$ cat src/rtl/lcd_refresh_ctrl_if.sv
// rtl/lcd_refresh_ctrl_if.sv - HD44780 8-bit LCD pin bundle
interface lcd_refresh_ctrl_if;
    logic       lcd_rs;
    logic       lcd_rw;
    logic       lcd_en;
    logic [7:0] lcd_data;

    modport master (output lcd_rs, output lcd_rw, output lcd_en, output lcd_data);
    modport slave  (input  lcd_rs, input  lcd_rw, input  lcd_en, input  lcd_data);
endinterface

$ cat src/rtl/lcd_refresh_ctrl.sv
// rtl/lcd_refresh_ctrl.sv - HD44780 16x2 init and two-row refresh sequencer
module lcd_refresh_ctrl #(
    parameter int INIT_WAIT   = 200000,
    parameter int EN_CYCLES   = 5,
    parameter int WAIT_CYCLES = 500,
    parameter int CLR_WAIT    = 20000
) (
    input  logic                       clk,
    input  logic                       nRst,
    input  logic [127:0]               row1,
    input  logic [127:0]               row2,
    input  logic                       update,
    lcd_refresh_ctrl_if.master         lcd,
    output logic                       lcd_on,
    output logic                       busy
);
    localparam int MAX_A = (INIT_WAIT > CLR_WAIT) ? INIT_WAIT : CLR_WAIT;
    localparam int MAX_B = (WAIT_CYCLES > EN_CYCLES) ? WAIT_CYCLES : EN_CYCLES;
    localparam int MAXW  = (MAX_A > MAX_B) ? MAX_A : MAX_B;
    localparam int CW    = $clog2(MAXW + 1);

    typedef enum logic [2:0] {PWR_WAIT, INIT, ADDR1, ROW1, ADDR2, ROW2, IDLE} state_t;
    typedef enum logic [1:0] {PH_SETUP, PH_EN, PH_WAIT} phase_t;

    state_t          state_q, state_d;
    phase_t          phase_q, phase_d;
    logic [CW-1:0]   cnt_q, cnt_d;
    logic [3:0]      idx_q, idx_d;
    logic            pending_q, pending_d;
    logic [7:0]      snap_q [32];
    logic            rs_q, rs_d, en_q, en_d, on_q, on_d, busy_q, busy_d;
    logic [7:0]      data_q, data_d;
    logic            start_refresh;
    logic            byte_done;

    // State, counters, snapshot buffer and registered pin outputs
    always_ff @(posedge clk or negedge nRst) begin
        if (!nRst) begin
            state_q   <= PWR_WAIT;
            phase_q   <= PH_SETUP;
            cnt_q     <= '0;
            idx_q     <= '0;
            pending_q <= 1'b0;
            rs_q      <= 1'b0;
            en_q      <= 1'b0;
            data_q    <= 8'h00;
            on_q      <= 1'b0;
            busy_q    <= 1'b1;
            for (int i = 0; i < 32; i++) snap_q[i] <= 8'h00;
        end else begin
            state_q   <= state_d;
            phase_q   <= phase_d;
            cnt_q     <= cnt_d;
            idx_q     <= idx_d;
            pending_q <= pending_d;
            rs_q      <= rs_d;
            en_q      <= en_d;
            data_q    <= data_d;
            on_q      <= on_d;
            busy_q    <= busy_d;
            if (start_refresh) begin
                for (int i = 0; i < 16; i++) begin
                    snap_q[i]      <= row1[127-8*i -: 8];
                    snap_q[i + 16] <= row2[127-8*i -: 8];
                end
            end
        end
    end

    // Next-state sequencing and next values for the registered outputs
    always_comb begin
        state_d       = state_q;
        phase_d       = phase_q;
        cnt_d         = cnt_q;
        idx_d         = idx_q;
        pending_d     = pending_q | (update && (state_q != IDLE));
        start_refresh = 1'b0;
        byte_done     = 1'b0;

        case (state_q)
            PWR_WAIT: begin
                if (cnt_q == CW'(INIT_WAIT - 1)) begin
                    state_d = INIT;
                    phase_d = PH_SETUP;
                    cnt_d   = '0;
                    idx_d   = '0;
                end else begin
                    cnt_d = cnt_q + CW'(1);
                end
            end
            IDLE: begin
                if (update) start_refresh = 1'b1;
            end
            default: begin
                case (phase_q)
                    PH_SETUP: begin
                        phase_d = PH_EN;
                        cnt_d   = CW'(EN_CYCLES - 1);
                    end
                    PH_EN: begin
                        if (cnt_q == '0) begin
                            phase_d = PH_WAIT;
                            // The clear command needs a much longer execution time
                            cnt_d   = (state_q == INIT && idx_q == 4'd3) ? CW'(CLR_WAIT - 1)
                                                                       : CW'(WAIT_CYCLES - 1);
                        end else begin
                            cnt_d = cnt_q - CW'(1);
                        end
                    end
                    default: begin
                        if (cnt_q == '0) byte_done = 1'b1;
                        else             cnt_d = cnt_q - CW'(1);
                    end
                endcase
            end
        endcase

        if (byte_done) begin
            phase_d = PH_SETUP;
            cnt_d   = '0;
            idx_d   = idx_q + 4'd1;
            case (state_q)
                INIT:  if (idx_q == 4'd3) start_refresh = 1'b1;
                ADDR1: begin state_d = ROW1; idx_d = '0; end
                ROW1:  if (idx_q == 4'hF) state_d = ADDR2;
                ADDR2: begin state_d = ROW2; idx_d = '0; end
                ROW2: begin
                    if (idx_q == 4'hF) begin
                        // A request seen during this refresh chains straight into the next one
                        if (pending_q || update) start_refresh = 1'b1;
                        else                     state_d = IDLE;
                    end
                end
                default: ;
            endcase
        end

        if (start_refresh) begin
            state_d   = ADDR1;
            phase_d   = PH_SETUP;
            cnt_d     = '0;
            idx_d     = '0;
            pending_d = 1'b0;
        end

        en_d   = (state_d != IDLE) && (state_d != PWR_WAIT) && (phase_d == PH_EN);
        rs_d   = rs_q;
        data_d = data_q;
        case (state_d)
            INIT: begin
                rs_d = 1'b0;
                case (idx_d)
                    4'd0:    data_d = 8'h38;
                    4'd1:    data_d = 8'h0C;
                    4'd2:    data_d = 8'h06;
                    default: data_d = 8'h01;
                endcase
            end
            ADDR1: begin rs_d = 1'b0; data_d = 8'h80; end
            ROW1:  begin rs_d = 1'b1; data_d = snap_q[{1'b0, idx_d}]; end
            ADDR2: begin rs_d = 1'b0; data_d = 8'hC0; end
            ROW2:  begin rs_d = 1'b1; data_d = snap_q[{1'b1, idx_d}]; end
            default: ;
        endcase
        busy_d = (state_d != IDLE);
        on_d   = on_q | (state_d == ADDR1);
    end

    assign lcd.lcd_rs   = rs_q;
    assign lcd.lcd_rw   = 1'b0;
    assign lcd.lcd_en   = en_q;
    assign lcd.lcd_data = data_q;
    assign lcd_on       = on_q;
    assign busy         = busy_q;
endmodule
$ cat src/flat_wrapper.sv
// flat-port wrapper written by rule: the top's interface ports become plain ports
module lcd_refresh_ctrl_flat 
#(
    parameter int INIT_WAIT   = 200000,
    parameter int EN_CYCLES   = 5,
    parameter int WAIT_CYCLES = 500,
    parameter int CLR_WAIT    = 20000
)
  (clk, nRst, row1, row2, update, lcd_on, busy, lcd_lcd_rs, lcd_lcd_rw, lcd_lcd_en, lcd_lcd_data);
  lcd_refresh_ctrl_if lcd_i ();
  input  logic clk;
  input  logic nRst;
  input  logic [127:0] row1;
  input  logic [127:0] row2;
  input  logic update;
  output logic lcd_on;
  output logic busy;
  output wire logic [$bits(lcd_i.lcd_rs)-1:0] lcd_lcd_rs;
  output wire logic [$bits(lcd_i.lcd_rw)-1:0] lcd_lcd_rw;
  output wire logic [$bits(lcd_i.lcd_en)-1:0] lcd_lcd_en;
  output wire logic [$bits(lcd_i.lcd_data)-1:0] lcd_lcd_data;
  assign lcd_lcd_rs = lcd_i.lcd_rs;
  assign lcd_lcd_rw = lcd_i.lcd_rw;
  assign lcd_lcd_en = lcd_i.lcd_en;
  assign lcd_lcd_data = lcd_i.lcd_data;
  lcd_refresh_ctrl #(.INIT_WAIT(INIT_WAIT), .EN_CYCLES(EN_CYCLES), .WAIT_CYCLES(WAIT_CYCLES), .CLR_WAIT(CLR_WAIT)) u_core (.clk(clk), .nRst(nRst), .row1(row1), .row2(row2), .update(update), .lcd(lcd_i), .lcd_on(lcd_on), .busy(busy));
endmodule
$ cat config.mk
export PLATFORM = sky130hd
export DESIGN_NAME = lcd_refresh_ctrl_flat
export DESIGN_NICKNAME = d
export VERILOG_FILES = /design/src/rtl/lcd_refresh_ctrl_if.sv /design/src/rtl/lcd_refresh_ctrl.sv /design/src/flat_wrapper.sv
export SDC_FILE = /design/constraint.sdc
export NUM_CORES = 1
export LEC_CHECK = 0
export ABC_AREA = 1
export CORE_MARGIN = 2
export CORE_UTILIZATION = 55
export CTS_BUF_LIST = sky130_fd_sc_hd__clkbuf_8
export CTS_CLUSTER_DIAMETER = 40
export DETAILED_ROUTE_END_ITERATION = 10
export PLACE_DENSITY = 0.81
export SLEW_MARGIN = 15
export SYNTH_ARGS = -nofsm -noshare
export SYNTH_HDL_FRONTEND = slang
export SYNTH_SLANG_ARGS = --single-unit
$ cat constraint.sdc
create_clock -name clk -period 6.7 [get_ports clk]
set_input_delay 0.67 -clock clk [delete_from_list [all_inputs] [get_ports clk]]
set_output_delay 0.67 -clock clk [all_outputs]
set_load 0.05 [all_outputs]
After elaboration in Yosys (flattened, before gate mapping)
Index checks and enable logic that the tools add are counted.

Add/sub/neg operators: 3. $mul: 0. Div/mod/pow operators: 0. Magnitude comparators: 2. Equal/unequal tests: 22. Shift-type cells: 0. Mux-type cells: 47. Bitwise gates (word level): 4. Reductions and logical operators: 18.

Operators with widths (count): 18-bit two-way mux (5); 8-bit binary-select mux with 5-bit select (2); 18-bit case mux with 2 select lines (2); 8-bit case mux with 5 select lines (1); 8-bit two-way mux (4); 3-bit two-way mux (7); 4-bit two-way mux (5); 18-bit by 1-bit adder with 18-bit output (second input constant) (1); 18-bit equality test (second input constant) (1); 18-bit logical NOT (1); 6-bit case mux with 3 select lines (1); 18-bit by 1-bit subtractor with 18-bit output (second input constant) (1); 3-bit equality test (second input constant) (5); 15-bit two-way mux (1); 3-bit by 2-bit equality test with 1-bit output (second input constant) (4); 6-bit >= comparator (second input constant) (2); 3-bit case mux with 4 select lines (1); 1-bit two-way mux (10); 4-bit by 2-bit equality test with 1-bit output (second input constant) (2); 2-bit two-way mux (4); 2-bit case mux with 2 select lines (2); 2-bit OR reduction (4); 3-bit by 1-bit equality test with 1-bit output (second input constant) (2); 3-bit != test (second input constant) (2); other kinds (20) (26).

Register bits after elaboration: 296. Bits in latches: 0. Bits in writable memories: 0. Bits in read-only memories: 0. Output and inout bits: 13. Memories: 0.

Logic depth before layout (Yosys ltp)
Gate-level depths: netlist (run 1).

Word-level depth: 12. Gate-level depth with buffers: 22.

Least setup slack after synthesis (run 1)
No wires, ideal clock.

Kind: input port to flip-flop. From: input port update. To: register u_core.data_q[7] (netlist: u_core.lcd.lcd_data[7]). Library setup time: 0.130 ns. Data arrival time: 2.384 ns. Data required time: 6.570 ns. Setup slack: 4.187 ns. Cell stages on the path: 16. Path buffers: 3. Cell sequence: or2_2 > nand3_1 > nand2_1 > a21oi_4 > buf_4 > nand2_2 > buf_4 > buf_4 > a21oi_1 > o21ai_1 > nand2_1 > nand2_1 > nand3_1 > nand2_1 > nand2_1 > nand4_1.

Longest elaborated chain between the ends: 12. Elaborated cells between the ends (all ways): 29.

Ends and longest elaborated chain: start, declared (line flat_wrapper.sv:15) `input logic update;`; 1-bit two-way mux (line lcd_refresh_ctrl.sv:92) `if (update) start_refresh = 1'b1;`; 1-bit two-way mux (line lcd_refresh_ctrl.sv:80) `case (state_q)`; 1-bit two-way mux (line lcd_refresh_ctrl.sv:130) `if (pending_q || update) start_refresh = 1'b1;`; 1-bit two-way mux (line lcd_refresh_ctrl.sv:128) `if (idx_q == 4'hF) begin`; 1-bit case mux with 2 select lines (line lcd_refresh_ctrl.sv:122) `case (state_q)`; 1-bit two-way mux (line lcd_refresh_ctrl.sv:118) `if (byte_done) begin`; 4-bit two-way mux (line lcd_refresh_ctrl.sv:138) `if (start_refresh) begin`; 5-bit NOT with 6-bit output (implied by the code) / 4-bit NOT with 6-bit output (equally long branches) (line lcd_refresh_ctrl.sv:162, lcd_refresh_ctrl.sv:160); 8-bit binary-select mux with 5-bit select (on tied branches) (line lcd_refresh_ctrl.sv:162, lcd_refresh_ctrl.sv:160); 8-bit two-way mux (on tied branches) (2 in series) (line lcd_refresh_ctrl.sv:162, lcd_refresh_ctrl.sv:160); 8-bit case mux with 5 select lines (line lcd_refresh_ctrl.sv:149) `case (state_d)`; end signal, assigned (line lcd_refresh_ctrl.sv:58) `data_q <= data_d;`; end, declared (line lcd_refresh_ctrl.sv:32) `logic [7:0] data_q, data_d;`.

Parallel ways exist; a longest one is shown, timed or not. The select of a mux whose other input is x is not followed. A chain may end at the register's enable or synchronous reset.

Worst setup path in the final report (run 1)
From: register u_core.state_q[0]. To: register u_core.data_q[3] (netlist: u_core.lcd.lcd_data[3]).

Longest elaborated chain between the ends: 12. Elaborated cells between the ends (all ways): 47.

Ends and longest elaborated chain: start, declared (line lcd_refresh_ctrl.sv:25) `state_t state_q, state_d;`; start signal, assigned (line lcd_refresh_ctrl.sv:51) `state_q <= state_d;`; 3-bit equality test (line lcd_refresh_ctrl.sv:80); 1-bit two-way mux (line lcd_refresh_ctrl.sv:80); 1-bit two-way mux (line lcd_refresh_ctrl.sv:130); 1-bit two-way mux (line lcd_refresh_ctrl.sv:128); 1-bit case mux with 2 select lines (line lcd_refresh_ctrl.sv:122); 1-bit two-way mux (line lcd_refresh_ctrl.sv:118); 4-bit two-way mux (line lcd_refresh_ctrl.sv:138); 5-bit NOT with 6-bit output (implied by the code) / 4-bit NOT with 6-bit output (equally long branches) (line lcd_refresh_ctrl.sv:162, lcd_refresh_ctrl.sv:160); 8-bit binary-select mux with 5-bit select (on tied branches) (line lcd_refresh_ctrl.sv:162, lcd_refresh_ctrl.sv:160); 8-bit two-way mux (on tied branches) (2 in series) (line lcd_refresh_ctrl.sv:162, lcd_refresh_ctrl.sv:160); 8-bit case mux with 5 select lines (line lcd_refresh_ctrl.sv:149).

Parallel ways exist; a longest one is shown, timed or not. The select of a mux whose other input is x is not followed.

==> summary.md, run 1 <==
| Metric | Value |
|---|---|
| Placed cells | 2665 |
| Placed wire-length estimate after detailed placement | 32330 microns |
| Setup repair after global routing missed its margin | no |
| Floorplan die area | 29500 sq um |
| Layout overhead on the synthesized area | 24.35% |
| Leakage Power | 0.009448 uW |
| Clock network latency to the later pin of the worst-skew pair | 0.61 ns |
| Drt pass-1 iters | 6 |
| Util after Layout | 69.28% |
| Buffers and inverters on the worst path | 3 |
| Slowest-stage cell, CP | buf_4 |
| Post-CTS setup buffer count | 0 |
| Max FO, Critical Path | 38 |
| Count of yosys warnings during synthesis | 0 |
| Post-synthesis average cell area | 7.291 sq um |
| Sequential power share | 38.3% |
| Vias post-DR | 14820 |
| Antenna violations before repair | 1 |
| Number of violations reported at the end of detailed-routing iteration 0 | 1559 |
| Residual DRC count | 0 |
| # clock sinks | 296 |
| Normalized max-slew margin | 24.11% |
| Final Skew | 0.04523 ns |
| Fraction of the mapped netlist area in compound gates | 10.08% |
| Sequential area share after synthesis | 47.86% |
| Number of buffers between clock root and the deepest sink | 3 |
| Area of the placeable core | 27780 sq um |
| Critical path endpoint category | flop |
| Crit path cell chain | nor2_1 -> nand2_4 -> inv_2 -> nand4_1 -> nand3_2 -> nand2_4 -> nand2_4 -> buf_4 -> nand2_1 -> nand2_1 -> nand2_1 -> nand2_1 -> nand2_1 -> nand3_1 -> nand2_1 -> nand2_1 -> nand3_1 -> nand2_1 -> inv_1 |
| Combinational group share of total power | 32.0% |
| Hold WC Path Type | input port to asynchronous set/reset pin |
| Worst-margin pin slew | 1.138 ns |
| Largest net degree at the start of global routing | 296 |
| Clock network power share | 29.8% |
| Result of the run | finished clean |
| Aggregate global-route resource usage | 32.05% |
| Worst hold margin | 0.1051 ns |
| Worst Path Class, Setup | flop to flop |
| Largest stage delay, worst path | 0.49 ns |
| Ratio of total power to cell area | 290.1 nW/um^2 |
| Critical Path Start Type | flop |
| Largest delay share family, worst path | simple AND/OR/NAND/NOR gates |
| Final std cells w/o fill | 2758 |
| Sum of negative setup slack | 0 ns |
| Net Sw Frac | 37.58% |
| Number of port buffers | 270 |
| Cell area after synthesis | 15480 sq um |
| Highest attainable clock frequency | 228.8 MHz |
| Simple-gate share of the synthesized area | 31.85% |
| Worst r2r dst | u_core.lcd.lcd_data[3] |
| Level count of the clock H-tree | 2 |
| Overflow after GRT | 0 |
| FF-to-FF setup slack | 2.33 ns |
| Number of enable-type register cells in the synthesized netlist | 0 |
| Synthesis-stage register bit count | 296 |
| Max-capacitance violation count | 0 |
| Routed wirelength normalized by instance count | 17.04 microns |
| Critical register-to-register path startpoint | u_core.state_q[0] |
| Number of instances resized during post-cts repair | 0 |
| Top-Level Pins | 272 |
| R2r worst-path depth | 19 |
| Required time at the endpoint of the critical path | 7.20 ns |
| Time the worst path needs with I/O delays and setup | 4.371 ns |
| Final count of negative-setup-slack endpoints | 0 |
| Number of global-route vias before repair | 14400 |
| GP Congestion | 0.9219 |
| Distinct cell type count after synthesis | 52 |
| DR vias/cell | 5.373 |
| Number of pins exceeding their max-slew limit in the final report | 0 |
| Register clock-pin slew on the reported worst setup and hold paths | 0.06 ns |
| Routed WL | 46990 microns |
| Die height | 171.8 microns |
| Largest family of logic cells by synthesized area | simple AND/OR/NAND/NOR gates |
| Clock tree root driver cell | clkbuf_8 |
| Post-DRT Antenna Nets | 0 |
| Horizontal die dimension | 171.8 microns |
| Final Hold Viols | 0 |
| CTS tree | done |
| Most frequently used flop master after synthesis | dfrtp_1 |
| Initial core utilization | 55.72% |
| Arrival time of the worst setup path | 4.87 ns |
| Period utilisation layout | 65.23% |
| IR drop worst, VDD | 0.0001963 V |
| Quantity of hold-fixing buffers added after cts | 0 |
| Post-synthesis net count | 2385 |
| Net load switching power | 2098 uW |
| Share of the synthesized netlist area taken by xor and xnor gates | 0.9618% |
| Num rows | 61 |
| Post-synthesis cell count | 2123 |
| Proportion of synthesized area in mux cells | 0% |
| Fillers | 2315 |
| Most frequent cell on the critical path | nand2_1 |
| Fraction of registers with async set/reset | 100.0% |
| Adder-Cell Fraction of Synth Area | 0.2425% |
| Cell internal pwr | 3486 uW |
| Ratio of cells with drive above 1 in the final layout | 5.759% |
| Final net count | 2602 |
| Total CTS buffers | 51 |
| First-pass GRT wire length | 73860 microns |
-- layout by cell type (no fill, tap or decap), drive strengths merged, types with 3 or more instances in the layout --
master and count:
a21oi 32, a31oi 4, buf 12, clkbuf 63
clkdlybuf4s50 269, clkinv 11, dfrtp 295, ha 3
inv 231, nand2 838, nand3 182, nand4 25
nor2 108, nor3 14, nor3b 3, o211ai 13
o21ai 218, o21bai 4, o22ai 6, or2 9
xor2 16
-- layout make-up --
cell class,count,area [sq um],share of cell area (%)
well taps,378,473.0,2.457
diodes,1,2.502,0.01300
clock buffers,63,867.1,4.505
repair buffers,281,2815,14.63
multi-input cells,1494,6699,34.80
clock inverters,29,172.7,0.8970
inverters,216,810.8,4.212
flip-flops and latches,296,7408,38.49
-- metrics by stage --
| step | power (uW) | worst slack [ns] | instance area (sq um) |
|---|---|---|---|
| 5_1_grt | 5892 | 2.071 | 19250 |
| 3_3_place_gp | 3873 | 2.422 | 18210 |
| 2_1_floorplan | 3332 | 4.187 | 15480 |
| 4_1_cts | 5564 | 2.387 | 19250 |
| 6_report | 5584 | 2.329 | 19250 |
| 3_5_place_dp | 3908 | 2.369 | 18210 |
-- flip-flops by register name (all words and copies together) (netlist names) --
name and cells:
u_core.busy 1, u_core.lcd.lcd_rs 1, u_core.lcd_on 1, u_core.phase_q 2, u_core.lcd.lcd_en 1, u_core.snap_q 256, u_core.lcd.lcd_data 8, u_core.cnt_q 18
u_core.pending_q 1, u_core.state_q 3, u_core.idx_q 4
-- kinds of logic (layout without fill, tap and decap cells) --
kind of cell               count (synthesis)  in the layout
adders and majority gates                  3              3
AOI/OAI and AO/OA                        289            289
other                                      1              2
buffers and inverters                    333            589
and+or+nand+nor                         1184           1184
xor gates and xnor gates                  17             17
DFF                                      296            296
-- metal layers --
metal  share of wire, %  vias to the layer above  global-route usage (%)  routed length, microns
met5                  0                        -                       0                       0
met4                3.5                        0                   13.12                    1636
met3                7.5                      109                   5.315                    3536
met2                 47                      621                   51.07                   22020
met1                 42                     6950                   43.85                   19800
li1                   -                     7139                       -                       -
-- power groups by stage --
stage	Combinational (uW)	Clock [uW]	Sequential (uW)
3_3_place_gp	1720	0	2160
5_1_grt	1970	1760	2160
4_1_cts	1760	1670	2130
3_5_place_dp	1750	0	2160
6_report	1780	1660	2140
2_1_floorplan	1160	0	2170
-- worst max-delay path by stage --
stage	cells after the start	endpoint	slack, ns	start
finish	19	u_core.lcd.lcd_data[3]	2.33	u_core.state_q[0]
global route	19	u_core.lcd.lcd_data[3]	2.07	u_core.state_q[0]
CTS	19	u_core.lcd.lcd_data[3]	2.39	u_core.state_q[0]
detailed placement	17	u_core.lcd.lcd_data[4]	2.37	update
global placement	19	u_core.lcd.lcd_data[3]	2.42	u_core.state_q[1]
floorplan	16	u_core.lcd.lcd_data[7]	4.19	update
-- synth_stat cells, types with 4 or more instances --
cell | instances | area, sq um
nand2_1 | 828 | 3108
dfrtp_1 | 295 | 7382
inv_1 | 205 | 769.5
o21ai_0 | 186 | 930.9
nand3_1 | 179 | 895.9
nor2_1 | 96 | 360.4
clkbuf_1 | 55 | 206.5
buf_2 | 43 | 215.2
o21ai_1 | 31 | 155.2
a21oi_1 | 30 | 150.1
nand4_1 | 25 | 156.4
xor2_1 | 16 | 140.1
nor3_1 | 14 | 70.07
o211ai_1 | 13 | 97.59
buf_4 | 11 | 82.58
inv_2 | 9 | 33.78
nand2_2 | 9 | 56.30
or2_2 | 8 | 50.05
nor2_2 | 7 | 43.79
buf_6 | 6 | 67.56
o22ai_1 | 6 | 37.54
a31oi_1 | 4 | 25.02
nor2_4 | 4 | 45.04
o21bai_1 | 4 | 30.03
No activity file was read; power rests on OpenSTA's default activity.
==> run 2: changes to the inputs <==
- CORE_UTILIZATION: 55 -> 50
- PLACE_DENSITY: 0.81 -> 0.77
- clock period: 6.7 -> 3.7 ns (I/O delays scaled with it)
==> run 2 against run 1 <==
Compared with the run above:
- sequential power grew 81%
- total power grew 86%
- global-route usage down 1.9 points
- final cell count grew 1.4%
- combinational power rose by 92%
- final area is 1.7% higher
- clock skew is 0.0090 ns higher
- critical path depth up 2
- flip-flop and latch count stayed put
- register-to-register slack lost 2.0 ns
- via count increased by 2.2%
- largest power group unchanged
==> summary.md, run 2 (synthesis gave the netlist of run 1 again) <==
| Metric | Value |
|---|---|
| Result of the run | finished clean |
| Number of port buffers | 270 |
| Number of global-route vias before repair | 15040 |
| Vias post-DR | 15150 |
| Combinational group share of total power | 32.8% |
| Placed cell area | 18490 sq um |
| Final net count | 2627 |
| Register clock-pin slew on the reported worst setup and hold paths | 0.06 ns |
| Final std cells w/o fill | 2797 |
| Number of buffers between clock root and the deepest sink | 3 |
| Setup repair after global routing missed its margin | no |
| Routed wirelength normalized by instance count | 17.59 microns |
| Period utilisation layout | 89.99% |
| Clock network power share | 30.1% |
| Aggregate global-route resource usage | 30.18% |
| Max-capacitance violation count | 0 |
| Antenna violations before repair | 0 |
| Routed WL | 49210 microns |
| First-pass GRT wire length | 78670 microns |
| Worst Path Class, Setup | flop to flop |
| Cell internal pwr | 6557 uW |
| Cell count along the critical path | 21 |
| Number of pins exceeding their max-slew limit in the final report | 0 |
| Required time at the endpoint of the critical path | 4.17 ns |
| Post-route standard cell area excluding fillers | 19580 sq um |
| Largest net degree at the start of global routing | 240 |
| Die height | 180.0 microns |
| Number of violations reported at the end of detailed-routing iteration 0 | 1523 |
| # clock sinks | 296 |
| FF-to-FF setup slack | 0.37 ns |
| Total CTS buffers | 52 |
| DR vias/cell | 5.415 |
| Largest delay share family, worst path | simple AND/OR/NAND/NOR gates |
| Final Skew | 0.05419 ns |
| Level count of the clock H-tree | 2 |
| Crit path cell chain | inv_1 -> ha_1 -> nand2_1 -> nor2_4 -> nand3_4 -> nor2_8 -> nand2_2 -> nand2_4 -> buf_12 -> inv_1 -> buf_4 -> nand2_1 -> nand3_1 -> nand2_1 -> nand2_1 -> nand3_1 -> nand2_1 -> nand2_1 -> nand3_1 -> nand2_1 -> inv_1 |
| Final Hold Viols | 0 |
| Layout overhead on the synthesized area | 26.48% |
| Net Sw Frac | 37.02% |
| Critical register-to-register path startpoint | u_core.cnt_q[0] |
| R2r worst-path depth | 21 |
| Time the worst path needs with I/O delays and setup | 3.330 ns |
| Num rows | 64 |
| Worst-margin pin slew | 1.041 ns |
| Ratio of total power to cell area | 531.7 nW/um^2 |
| Critical Path Start Type | flop |
| Most frequent cell on the critical path | nand2_1 |
| Horizontal die dimension | 180.0 microns |
| Total inserted antenna cells | 0 |
| Placed wire-length estimate after detailed placement | 34640 microns |
| GP Congestion | 0.9335 |
| Largest reg by FF count | u_core.snap_q |
| Critical path endpoint category | flop |
| CTS tree | done |
| Slowest-stage cell, CP | dfrtp_1 |
| Number of flip-flops in the largest register | 256 |
| Most common cell after layout, fill and taps aside | nand2_1 |
| Normalized max-slew margin | 30.57% |
| Hold WC Path Type | input port to flop |
| Area of the placeable core | 30510 sq um |
| Worst r2r dst | u_core.lcd.lcd_data[2] |
| Top-Level Pins | 272 |
| Floorplan die area | 32380 sq um |
| Max FO, Critical Path | 95 |
| Largest stage delay, worst path | 0.39 ns |
| Sequential power share | 37.1% |
| Residual DRC count | 0 |
| Worst setup path startpoint | u_core.cnt_q[0] |
| Leakage Power | 0.009619 uW |
| Overflow after GRT | 0 |
| Initial core utilization | 50.74% |
| Sum of negative setup slack | 0 ns |
| Final count of negative-setup-slack endpoints | 0 |
| IR drop worst, VDD | 0.0002585 V |
| Placed cells | 2706 |
| Clock tree root driver cell | clkbuf_8 |
| Net load switching power | 3853 uW |
| Arrival time of the worst setup path | 3.80 ns |
| Clock network latency to the later pin of the worst-skew pair | 0.62 ns |
| Highest attainable clock frequency | 300.3 MHz |
| Ratio of cells with drive above 1 in the final layout | 6.456% |
| Post-CTS setup buffer count | 0 |
| Post-DRT Antenna Nets | 0 |
| Buffers and inverters on the worst path | 5 |
| Commonest non-fill, non-tap cells in the layout | 828 x nand2_1, 295 x dfrtp_1, 269 x clkdlybuf4s50_1, 224 x inv_1, 186 x o21ai_0 |
| Critical Path End | u_core.lcd.lcd_data[2] |
| Drt pass-1 iters | 9 |
run 2: cell types whose count changed in the layout (fill, tap and decap cells not counted):
cell | previous run | this run
buf_4 | 9 | 25
buf_12 | 2 | 9
clkinv_2 | 8 | 3
bufinv_16 | 1 | 4
clkbuf_8 | 63 | 60
inv_1 | 221 | 224
diode_2 | 1 | 0
dlygate4sd3_1 | 0 | 1
nand2_2 | 7 | 6
nand2_4 | 3 | 4
run 2: metal layers:
metal	track usage (%)	part of all wire, %	routed length (microns)
met1	40.76	41	20050
met2	49.03	47	23130
met3	4.619	8.3	4066
met4	12.10	4.0	1952
met5	0	0	0
run 2: power by group through the flow:
stage | registers [uW] | logic (uW) | clock network [uW]
final | 3870 | 3410 | 3130
after global routing | 3890 | 3740 | 3330
after CTS | 3850 | 3360 | 3170
after detailed placement | 3900 | 3340 | 0
after global placement | 3900 | 3300 | 0
after floorplan | 3930 | 2100 | 0
run 2: timing repair:
action / in CTS / in global routing
endpoints found under the setup margin: 0 / 0
hold endpoints to repair: 98 / 0
gates resized for setup: 0 / 0
hold buffers: 1 / 0
run 2: layout make-up:
| type | instances | area, sq um |
|---|---|---|
| clock buffers | 60 | 825.8 |
| inverters | 216 | 810.8 |
| well taps | 396 | 495.5 |
| repair buffers | 305 | 3085 |
| multi-input cells | 1494 | 6704 |
| clock inverters | 30 | 249.0 |
| flip-flops and latches | 296 | 7408 |
| fillers | 2629 | 10930 |
run 2: worst min path at each step:
stage                             from            endpoint  slack [ns]  cells past startpoint
global placement    u_core.snap_q[175]  u_core.snap_q[175]        0.46                      2
global route                  row2[66]   u_core.snap_q[66]        0.30                      3
CTS                            row1[5]  u_core.snap_q[133]        0.28                      3
floorplan                         nRst     u_core.cnt_q[0]        0.07                      0
finish                        row2[22]   u_core.snap_q[22]        0.29                      3
detailed placement  u_core.snap_q[133]  u_core.snap_q[133]        0.46                      2
run 2: worst reg2reg max path, cell delays in order, from the launching register on:
cell and delay, ns:
dfrtp_1 0.39, inv_1 0.12, ha_1 0.22, nand2_1 0.13, nor2_4 0.24, nand3_4 0.15
nor2_8 0.19, nand2_2 0.10, nand2_4 0.11, buf_12 0.36, inv_1 0.11, buf_4 0.21
nand2_1 0.08, nand3_1 0.09, nand2_1 0.11, nand2_1 0.05, nand3_1 0.16, nand2_1 0.12
nand2_1 0.09, nand3_1 0.07, nand2_1 0.07, inv_1 0.04
run 2: metrics by stage:
| stage | hold WS, ns | power (uW) | utilization, % | setup slack (ns) |
|---|---|---|---|---|
| after detailed placement | 0.4650 | 7237 | 60.62 | 0.3798 |
| after CTS | 0.2769 | 10380 | 64.17 | 0.3684 |
| after global routing | 0.3032 | 10970 | 64.17 | 0.01428 |
| after global placement | 0.4625 | 7199 | 60.62 | 0.4500 |
| final | 0.2924 | 10410 | 64.17 | 0.3703 |
| after floorplan | 0.07441 | 6034 | - | 1.213 |
